File: src/rtl/vga_pkg.sv
// ---------------------------------------------------------------------------
// vga_pkg
// Shared definitions for the VGA raster timing generator.
//   - Default 640x480@60 timing (pixels / lines) and pixel clock divider
//   - Derived line / frame totals and counter widths
//   - rgb_t : one-bit-per-channel colour bundle
//   - cnt_width() : bits needed to hold 0..total-1 (never less than 1)
// ---------------------------------------------------------------------------
package vga_pkg;

    localparam int unsigned H_VIS_DEF   = 32'd640;
    localparam int unsigned H_FP_DEF    = 32'd16;
    localparam int unsigned H_SYNC_DEF  = 32'd96;
    localparam int unsigned H_BP_DEF    = 32'd48;
    localparam int unsigned V_VIS_DEF   = 32'd480;
    localparam int unsigned V_FP_DEF    = 32'd10;
    localparam int unsigned V_SYNC_DEF  = 32'd2;
    localparam int unsigned V_BP_DEF    = 32'd33;
    localparam int unsigned PIX_DIV_DEF = 32'd2;

    localparam int unsigned H_TOTAL_DEF = H_VIS_DEF + H_FP_DEF + H_SYNC_DEF + H_BP_DEF;
    localparam int unsigned V_TOTAL_DEF = V_VIS_DEF + V_FP_DEF + V_SYNC_DEF + V_BP_DEF;

    // Bits needed for a counter running 0..total-1.
    function automatic int unsigned cnt_width(input int unsigned total);
        int unsigned w;
        if (total <= 32'd2) begin
            w = 32'd1;
        end else begin
            w = $clog2(total);
        end
        return w;
    endfunction

    localparam int unsigned H_CW_DEF = cnt_width(H_TOTAL_DEF);
    localparam int unsigned V_CW_DEF = cnt_width(V_TOTAL_DEF);

    typedef struct packed {
        logic r;
        logic g;
        logic b;
    } rgb_t;

endpackage

File: src/rtl/vga_timing_if.sv
// ---------------------------------------------------------------------------
// vga_timing_if
// Bundles the renderer coordinate interface and the VGA pin outputs.
//   master (timing generator): drives col/row/vnotactive/frame_start and the
//                              pins, receives the renderer colour bits.
//   slave  (renderer / board): drives red/green/blue, observes the rest.
// Signals:
//   red, green, blue        colour from the renderer (1 CLK after col/row)
//   col, row [31:0]         raster position
//   vnotactive              row is in vertical blanking
//   frame_start             one-CLK pulse after the (0,0) wrap
//   vga_r/g/b               colour pins, blanked outside the visible area
//   vga_hs_n, vga_vs_n      active-low sync pins
// ---------------------------------------------------------------------------
interface vga_timing_if;

    logic        red;
    logic        green;
    logic        blue;
    logic [31:0] col;
    logic [31:0] row;
    logic        vnotactive;
    logic        frame_start;
    logic        vga_r;
    logic        vga_g;
    logic        vga_b;
    logic        vga_hs_n;
    logic        vga_vs_n;

    modport master (
        input  red, green, blue,
        output col, row, vnotactive, frame_start,
        output vga_r, vga_g, vga_b, vga_hs_n, vga_vs_n
    );

    modport slave (
        output red, green, blue,
        input  col, row, vnotactive, frame_start,
        input  vga_r, vga_g, vga_b, vga_hs_n, vga_vs_n
    );

endinterface

File: src/rtl/pix_clk_en.sv
// ---------------------------------------------------------------------------
// pix_clk_en
// Pixel enable generator: a mod-PIX_DIV counter, pix_en high for one CLK
// whenever the counter is 0. PIX_DIV of 1 holds pix_en high.
// Ports:
//   CLK     system clock
//   RST     asynchronous active-low reset (counter returns to 0)
//   pix_en  pixel enable; high in the first CLK after reset release
// ---------------------------------------------------------------------------
module pix_clk_en #(
    parameter int unsigned PIX_DIV = 32'd2
) (
    input  logic CLK,
    input  logic RST,
    output logic pix_en
);

    generate
        if (PIX_DIV <= 32'd1) begin : g_bypass
            assign pix_en = 1'b1;
        end else begin : g_div
            localparam int unsigned DW = $clog2(PIX_DIV);
            localparam logic [DW-1:0] DIV_LAST = DW'(PIX_DIV - 32'd1);

            logic [DW-1:0] r_div;
            logic [DW-1:0] w_div_nxt;

            // Divider next value: wrap after PIX_DIV-1.
            always_comb begin
                w_div_nxt = r_div;
                if (r_div == DIV_LAST) begin
                    w_div_nxt = {DW{1'b0}};
                end else begin
                    w_div_nxt = r_div + DW'(32'd1);
                end
            end

            // Divider state register.
            always_ff @(posedge CLK or negedge RST) begin
                if (!RST) begin
                    r_div <= {DW{1'b0}};
                end else begin
                    r_div <= w_div_nxt;
                end
            end

            assign pix_en = (r_div == {DW{1'b0}});
        end
    endgenerate

endmodule

File: src/rtl/vga_timing.sv
// ---------------------------------------------------------------------------
// vga_timing
// Raster timing generator for the display renderer. Produces the pixel
// position and blanking flag for the renderer, then re-times the renderer's
// colour (which arrives one CLK after col/row) together with the sync pulses
// so colour and sync reach the pins aligned, two CLKs after the counters.
// Ports:
//   CLK   system clock
//   RST   asynchronous active-low reset
//   bus   vga_timing_if.master: red/green/blue in; col, row, vnotactive,
//         frame_start, vga_r/g/b, vga_hs_n, vga_vs_n out
// ---------------------------------------------------------------------------
module vga_timing
    import vga_pkg::*;
#(
    parameter int unsigned H_VIS   = H_VIS_DEF,
    parameter int unsigned H_FP    = H_FP_DEF,
    parameter int unsigned H_SYNC  = H_SYNC_DEF,
    parameter int unsigned H_BP    = H_BP_DEF,
    parameter int unsigned V_VIS   = V_VIS_DEF,
    parameter int unsigned V_FP    = V_FP_DEF,
    parameter int unsigned V_SYNC  = V_SYNC_DEF,
    parameter int unsigned V_BP    = V_BP_DEF,
    parameter int unsigned PIX_DIV = PIX_DIV_DEF
) (
    input  logic         CLK,
    input  logic         RST,
    vga_timing_if.master bus
);

    localparam int unsigned H_TOTAL    = H_VIS + H_FP + H_SYNC + H_BP;
    localparam int unsigned V_TOTAL    = V_VIS + V_FP + V_SYNC + V_BP;
    localparam int unsigned HCW        = cnt_width(H_TOTAL);
    localparam int unsigned VCW        = cnt_width(V_TOTAL);
    localparam int unsigned H_SYNC_BEG = H_VIS + H_FP;
    localparam int unsigned H_SYNC_END = H_SYNC_BEG + H_SYNC;
    localparam int unsigned V_SYNC_BEG = V_VIS + V_FP;
    localparam int unsigned V_SYNC_END = V_SYNC_BEG + V_SYNC;

    logic           w_pix_en;
    logic [HCW-1:0] r_col;
    logic [HCW-1:0] w_col_nxt;
    logic [VCW-1:0] r_row;
    logic [VCW-1:0] w_row_nxt;
    logic [31:0]    w_col32;
    logic [31:0]    w_row32;
    logic           w_col_last;
    logic           w_row_last;
    logic           w_h_act;
    logic           w_v_act;
    logic           w_hs_raw;
    logic           w_vs_raw;
    rgb_t           w_rgb_in;

    logic           r_hs_d;
    logic           r_vs_d;
    logic           r_act_d;
    logic           r_hs_n;
    logic           r_vs_n;
    logic           r_frame_start;
    rgb_t           r_rgb;

    pix_clk_en #(
        .PIX_DIV (PIX_DIV)
    ) u_pix_clk_en (
        .CLK    (CLK),
        .RST    (RST),
        .pix_en (w_pix_en)
    );

    // Comparisons are done on the 32-bit zero-extended counters so the
    // timing constants never need truncating to the counter width.
    assign w_col32    = 32'(r_col);
    assign w_row32    = 32'(r_row);
    assign w_col_last = (w_col32 == (H_TOTAL - 32'd1));
    assign w_row_last = (w_row32 == (V_TOTAL - 32'd1));

    // Next raster position: line wrap and frame wrap share the same step.
    always_comb begin
        w_col_nxt = r_col;
        w_row_nxt = r_row;
        if (w_col_last) begin
            w_col_nxt = {HCW{1'b0}};
            if (w_row_last) begin
                w_row_nxt = {VCW{1'b0}};
            end else begin
                w_row_nxt = r_row + VCW'(32'd1);
            end
        end else begin
            w_col_nxt = r_col + HCW'(32'd1);
            w_row_nxt = r_row;
        end
    end

    // Raster counters advance only on pixel enable and hold otherwise.
    always_ff @(posedge CLK or negedge RST) begin
        if (!RST) begin
            r_col <= {HCW{1'b0}};
            r_row <= {VCW{1'b0}};
        end else if (w_pix_en) begin
            r_col <= w_col_nxt;
            r_row <= w_row_nxt;
        end else begin
            r_col <= r_col;
            r_row <= r_row;
        end
    end

    // Raw decode of the current position.
    assign w_h_act  = (w_col32 < H_VIS);
    assign w_v_act  = (w_row32 < V_VIS);
    assign w_hs_raw = (w_col32 >= H_SYNC_BEG) && (w_col32 < H_SYNC_END);
    assign w_vs_raw = (w_row32 >= V_SYNC_BEG) && (w_row32 < V_SYNC_END);
    assign w_rgb_in = '{r: bus.red, g: bus.green, b: bus.blue};

    // Frame start flags the CLK in which the counters first read (0,0).
    always_ff @(posedge CLK or negedge RST) begin
        if (!RST) begin
            r_frame_start <= 1'b0;
        end else begin
            r_frame_start <= w_pix_en & w_col_last & w_row_last;
        end
    end

    // First output stage: delay the decode by one CLK so it lines up with
    // the renderer colour computed from the same col/row.
    always_ff @(posedge CLK or negedge RST) begin
        if (!RST) begin
            r_hs_d  <= 1'b0;
            r_vs_d  <= 1'b0;
            r_act_d <= 1'b0;
        end else begin
            r_hs_d  <= w_hs_raw;
            r_vs_d  <= w_vs_raw;
            r_act_d <= w_h_act & w_v_act;
        end
    end

    // Pin stage: colour masked by the aligned active flag, syncs inverted.
    always_ff @(posedge CLK or negedge RST) begin
        if (!RST) begin
            r_hs_n <= 1'b1;
            r_vs_n <= 1'b1;
            r_rgb  <= '{r: 1'b0, g: 1'b0, b: 1'b0};
        end else begin
            r_hs_n <= ~r_hs_d;
            r_vs_n <= ~r_vs_d;
            r_rgb  <= w_rgb_in & {3{r_act_d}};
        end
    end

    assign bus.col         = w_col32;
    assign bus.row         = w_row32;
    assign bus.vnotactive  = ~w_v_act;
    assign bus.frame_start = r_frame_start;
    assign bus.vga_r       = r_rgb.r;
    assign bus.vga_g       = r_rgb.g;
    assign bus.vga_b       = r_rgb.b;
    assign bus.vga_hs_n    = r_hs_n;
    assign bus.vga_vs_n    = r_vs_n;

endmodule

File: src/flat_wrapper.sv
// flat-port wrapper written by rule: the top's interface ports become plain ports
module vga_timing_flat import vga_pkg::*;
#(
    parameter int unsigned H_VIS   = H_VIS_DEF,
    parameter int unsigned H_FP    = H_FP_DEF,
    parameter int unsigned H_SYNC  = H_SYNC_DEF,
    parameter int unsigned H_BP    = H_BP_DEF,
    parameter int unsigned V_VIS   = V_VIS_DEF,
    parameter int unsigned V_FP    = V_FP_DEF,
    parameter int unsigned V_SYNC  = V_SYNC_DEF,
    parameter int unsigned V_BP    = V_BP_DEF,
    parameter int unsigned PIX_DIV = PIX_DIV_DEF
)
  (CLK, RST, bus_red, bus_green, bus_blue, bus_col, bus_row, bus_vnotactive, bus_frame_start, bus_vga_r, bus_vga_g, bus_vga_b, bus_vga_hs_n, bus_vga_vs_n);
  vga_timing_if bus_i ();
  input  logic CLK;
  input  logic RST;
  input wire logic [$bits(bus_i.red)-1:0] bus_red;
  input wire logic [$bits(bus_i.green)-1:0] bus_green;
  input wire logic [$bits(bus_i.blue)-1:0] bus_blue;
  output wire logic [$bits(bus_i.col)-1:0] bus_col;
  output wire logic [$bits(bus_i.row)-1:0] bus_row;
  output wire logic [$bits(bus_i.vnotactive)-1:0] bus_vnotactive;
  output wire logic [$bits(bus_i.frame_start)-1:0] bus_frame_start;
  output wire logic [$bits(bus_i.vga_r)-1:0] bus_vga_r;
  output wire logic [$bits(bus_i.vga_g)-1:0] bus_vga_g;
  output wire logic [$bits(bus_i.vga_b)-1:0] bus_vga_b;
  output wire logic [$bits(bus_i.vga_hs_n)-1:0] bus_vga_hs_n;
  output wire logic [$bits(bus_i.vga_vs_n)-1:0] bus_vga_vs_n;
  assign bus_i.red = bus_red;
  assign bus_i.green = bus_green;
  assign bus_i.blue = bus_blue;
  assign bus_col = bus_i.col;
  assign bus_row = bus_i.row;
  assign bus_vnotactive = bus_i.vnotactive;
  assign bus_frame_start = bus_i.frame_start;
  assign bus_vga_r = bus_i.vga_r;
  assign bus_vga_g = bus_i.vga_g;
  assign bus_vga_b = bus_i.vga_b;
  assign bus_vga_hs_n = bus_i.vga_hs_n;
  assign bus_vga_vs_n = bus_i.vga_vs_n;
  vga_timing #(.H_VIS(H_VIS), .H_FP(H_FP), .H_SYNC(H_SYNC), .H_BP(H_BP), .V_VIS(V_VIS), .V_FP(V_FP), .V_SYNC(V_SYNC), .V_BP(V_BP), .PIX_DIV(PIX_DIV)) u_core (.CLK(CLK), .RST(RST), .bus(bus_i));
endmodule
File: config.mk
export PLATFORM = sky130hd
export DESIGN_NAME = vga_timing_flat
export DESIGN_NICKNAME = d
export VERILOG_FILES = /design/src/rtl/vga_pkg.sv /design/src/rtl/vga_timing_if.sv /design/src/rtl/pix_clk_en.sv /design/src/rtl/vga_timing.sv /design/src/flat_wrapper.sv
export SDC_FILE = /design/constraint.sdc
export NUM_CORES = 1
export LEC_CHECK = 0
export ABC_CLOCK_PERIOD_IN_PS = 2400
export CAP_MARGIN = 20
export CORE_AREA = 2 2 79 81
export CTS_BUF_LIST = sky130_fd_sc_hd__clkbuf_4 sky130_fd_sc_hd__clkbuf_8
export DETAILED_ROUTE_END_ITERATION = 10
export DIE_AREA = 0 0 81 83
export PLACE_DENSITY_LB_ADDON = 0.2
export SYNTH_ARGS = -nofsm -noshare
export SYNTH_HDL_FRONTEND = slang
export SYNTH_HIERARCHICAL = 1
export SYNTH_SLANG_ARGS = --single-unit
File: constraint.sdc
create_clock -name CLK -period 2.4 [get_ports CLK]
set_input_delay 0.48 -clock CLK [delete_from_list [all_inputs] [get_ports CLK]]
set_output_delay 0.48 -clock CLK [all_outputs]
set_load 0.01 [all_outputs]
==> metrics.md <==
| Metric | Value |
|---|---|
| Outcome | complete, no violations |
| Max H-tree Level | 2 |
| Fmax | ~460 MHz |
| Max_cap viols | 0 |
| # IOs | 76 |
| Most common cell after layout, fill and taps aside | conb_1 |
| Synth unique cells | 35 |
| Clock sinks | 30 |
| Number of synthesized register bits | 30 |
| Total CTS buffers | 5 |
| Hpwl dp | between 2 and 2.5 mm |
| WL final | 3.139 mm |
| Global route overflow | 0 |
| Tcrit/Tclk final | about 90% |
| Critical path class | reg2out |
| Sequential-to-total area share from yosys stat | between 40% and 50% |
| Switching share of power | 23.07% |
| Startpoint types | flip-flop |
| Syn-to-layout area delta | 20.34% |
| Pre-Repair DR Iteration Count | 4 |
| Commonest non-fill, non-tap cells in the layout | 44 x conb_1, 31 x clkdlybuf4s50_1, 28 x dfrtp_1 |
| Initial Util | 29.20% |
| Average wire per standard cell | approximately 11 µm |
| Vias in the first global route | roughly 1000 |
| Post-Syn Area | about 1700 µm² |
| Die area | just under 7000 µm² |
| Req. time, crit path | around 1900 ps |
| CP Max Fanout | 6 |
| Cells after Synth | about 170 |
| Count of pins over their slew limit | 0 |
| Hold WC Path Type | reg2reg |
| Minimum clock period | between 2000 and 2500 ps |
| Sw power | roughly 0.00023 W |
| Combinational share of power | 5.7% |
| Filler Cell Count | a little over 600 |
| Synth top area cells | dfrtp_1 41%, buf_4 19%, xnor2_1 4.6% |
| ANT cells | 0 |
| Internal power | between 0.0007 and 0.0008 W |
| CTS hold repair buffers | 0 |
| Post-route ant nets | 0 |
| Worst skew pair latency | 280 ps |
| Vias | ~1100 |
| Max VDD drop | roughly 210 µV |
| Multi-input logic area | 749.5 µm² |
| Vias/cell | roughly 4 |
| Layout cells sized above 1 | 8.173% |
| CTS tree | done |
| Pin count of the biggest net entering global routing | 31 |
| Top cell type's share of synthesized area | around 41% |
| Setup Buffers After CTS | 0 |
| Core area | a little under 6000 µm² |
| Synth warn | 6 |
| Setup WS post-layout | 247.7 ps |
| Avg Inst Size Synth | roughly 10 µm² |
| Hold WS | between 300 and 400 ps |
| NumNets Final | 216 |
| Pwr per Cell Area | approximately 490 nW/µm² |
| CTS clk-pin slew, worst paths | about 60 ps |
| DR DRC count | 0 |
| Clock Path Buffers | 2 |
| Yosys top cell by area | dfrtp_1 |
| Placer Congestion | 0.8280 |
| Initial antenna violation count | 0 |
| Root Buffer | clkbuf_8 |
| Die Wd | between 80 and 90 µm |
| 1st-iter DRT viols | 56 |
| Skew final | 4.615 ps |
| Die Y | between 80 and 90 µm |
| Flop pwr share | a little over 50% |
| Final hold vios | 0 |
| Global-route wire length before repair | 5.119 mm |
| Worst setup EP type | output pin |
| Final setup fails | 0 |
| Tot GR Track Use | under 10% |
| RSZ-0062 raised after global routing | no |
| Dpl ws | 542.2 ps |
| LEAKAGE | just over 0.9 nW |
| Row Count | 28 |
| Register area | about 750 µm² |
| Input/output buffers | 31 |
| Post-CTS sizing | 0 |
| WP data arrival | 1670 ps |
| Setup TNS | 0 ps |
| Clock network power share | 43.0% |
[power groups by stage]
stage          combinational (W)  sequential [W]  clock (W)
2_1_floorplan          0.0000847        0.000520          0
3_3_place_gp           0.0000561        0.000518          0
3_5_place_dp           0.0000563        0.000518          0
4_1_cts                0.0000564        0.000509   0.000445
5_1_grt                0.0000644        0.000508   0.000472
6_report               0.0000566        0.000509   0.000426
[area by class of cell]
type / instances / area share (%)
Multi-Input combinational cell: 130 / 36.68
Timing Repair Buffer: 33 / 15.92
Tap cell: 75 / 4.593
Clock buffer: 7 / 4.409
Inverter: 7 / 1.286
Sequential cell: 30 / 36.86
Clock inverter: 1 / 0.2449
[path summary, 6_finish.rpt]
check	startpoint	endpoint	slack, ps	depth (start not counted)
setup / recovery	u_core/r_row[5]	bus_vnotactive	250	4
hold / removal	u_core/r_hs_d	u_core/bus.vga_hs_n	350	1
setup reg to reg	u_core/r_col[0]	u_core/r_row[9]	700	5
hold reg to reg	u_core/r_hs_d	u_core/bus.vga_hs_n	350	1
max in group asynchronous	RST	u_core/bus.vga_hs_n	1480	2
min in group asynchronous	RST	u_core/r_vs_d	600	2
[worst max-delay path, stage by stage, from the launching register on]
cell	delay (ps)
dfrtp_1	430
and3_1	210
nand2_1	110
nand2b_1	110
clkdlybuf4s50_1	540
[sequential cells by signal (all words and copies together) (netlist names)]
name,count
u_core/r_col,10
u_core/r_row,10
u_core/bus.frame_start,1
u_core/bus.vga_b,1
u_core/bus.vga_g,1
u_core/bus.vga_hs_n,1
u_core/bus.vga_r,1
u_core/bus.vga_vs_n,1
u_core/r_act_d,1
u_core/r_hs_d,1
u_core/r_vs_d,1
u_core/u_pix_clk_en/g_div.r_div,1
[logic make-up after synthesis]
group	after synthesis	share of synthesized area, %
AO/OA/AOI/OAI	9	3.316
other	1	0.2209
XOR/XNOR	13	6.706
buffers and inverters	51	21.00
flip-flops	30	44.36
AND/OR/NAND/NOR	59	20.86
adder cells (fa/ha/maj)	4	2.948
multiplexers	1	0.5896
[metal layers]
metal,vias to the layer above,part of all wire (%),GRT usage [%],wire (µm)
met5,-,0,0,0
met4,0,2.0,4.160,62
met3,5,8.6,3.261,269
met2,52,46,15.63,1431
met1,536,44,11.72,1376
li1,554,-,-,-
[Yosys cell counts, drive strengths merged]
master and count:
conb 1, nand2b 2, nand3 9, a21oi 1, and2 4, or4 1, xor2 4, nor3 4
and4b 1, mux2i 1, nand3b 3, nand4b 1, a21bo 1, nand4 6, and4 3, o21a 1
or2 1, dfrtp 28, xnor2 9, dfstp 2, nor4 3, o31ai 1, ha 4, and3 3
o21ai 4, nor2 11, nor4bb 1, nand2 6, inv 7, buf 44, o22ai 1
[metrics by stage]
stage,cells,power [W],instance area [µm²],utilization [%]
finish,283,0.0009916,2043,35.13
detailed placement,275,0.0005745,1948,33.50
global route,283,0.001045,2043,35.13
floorplan,211,0.0006046,1859,-
CTS,283,0.001011,2043,35.13
global placement,275,0.0005742,1948,33.50
Power figures use the tool's default switching activity.
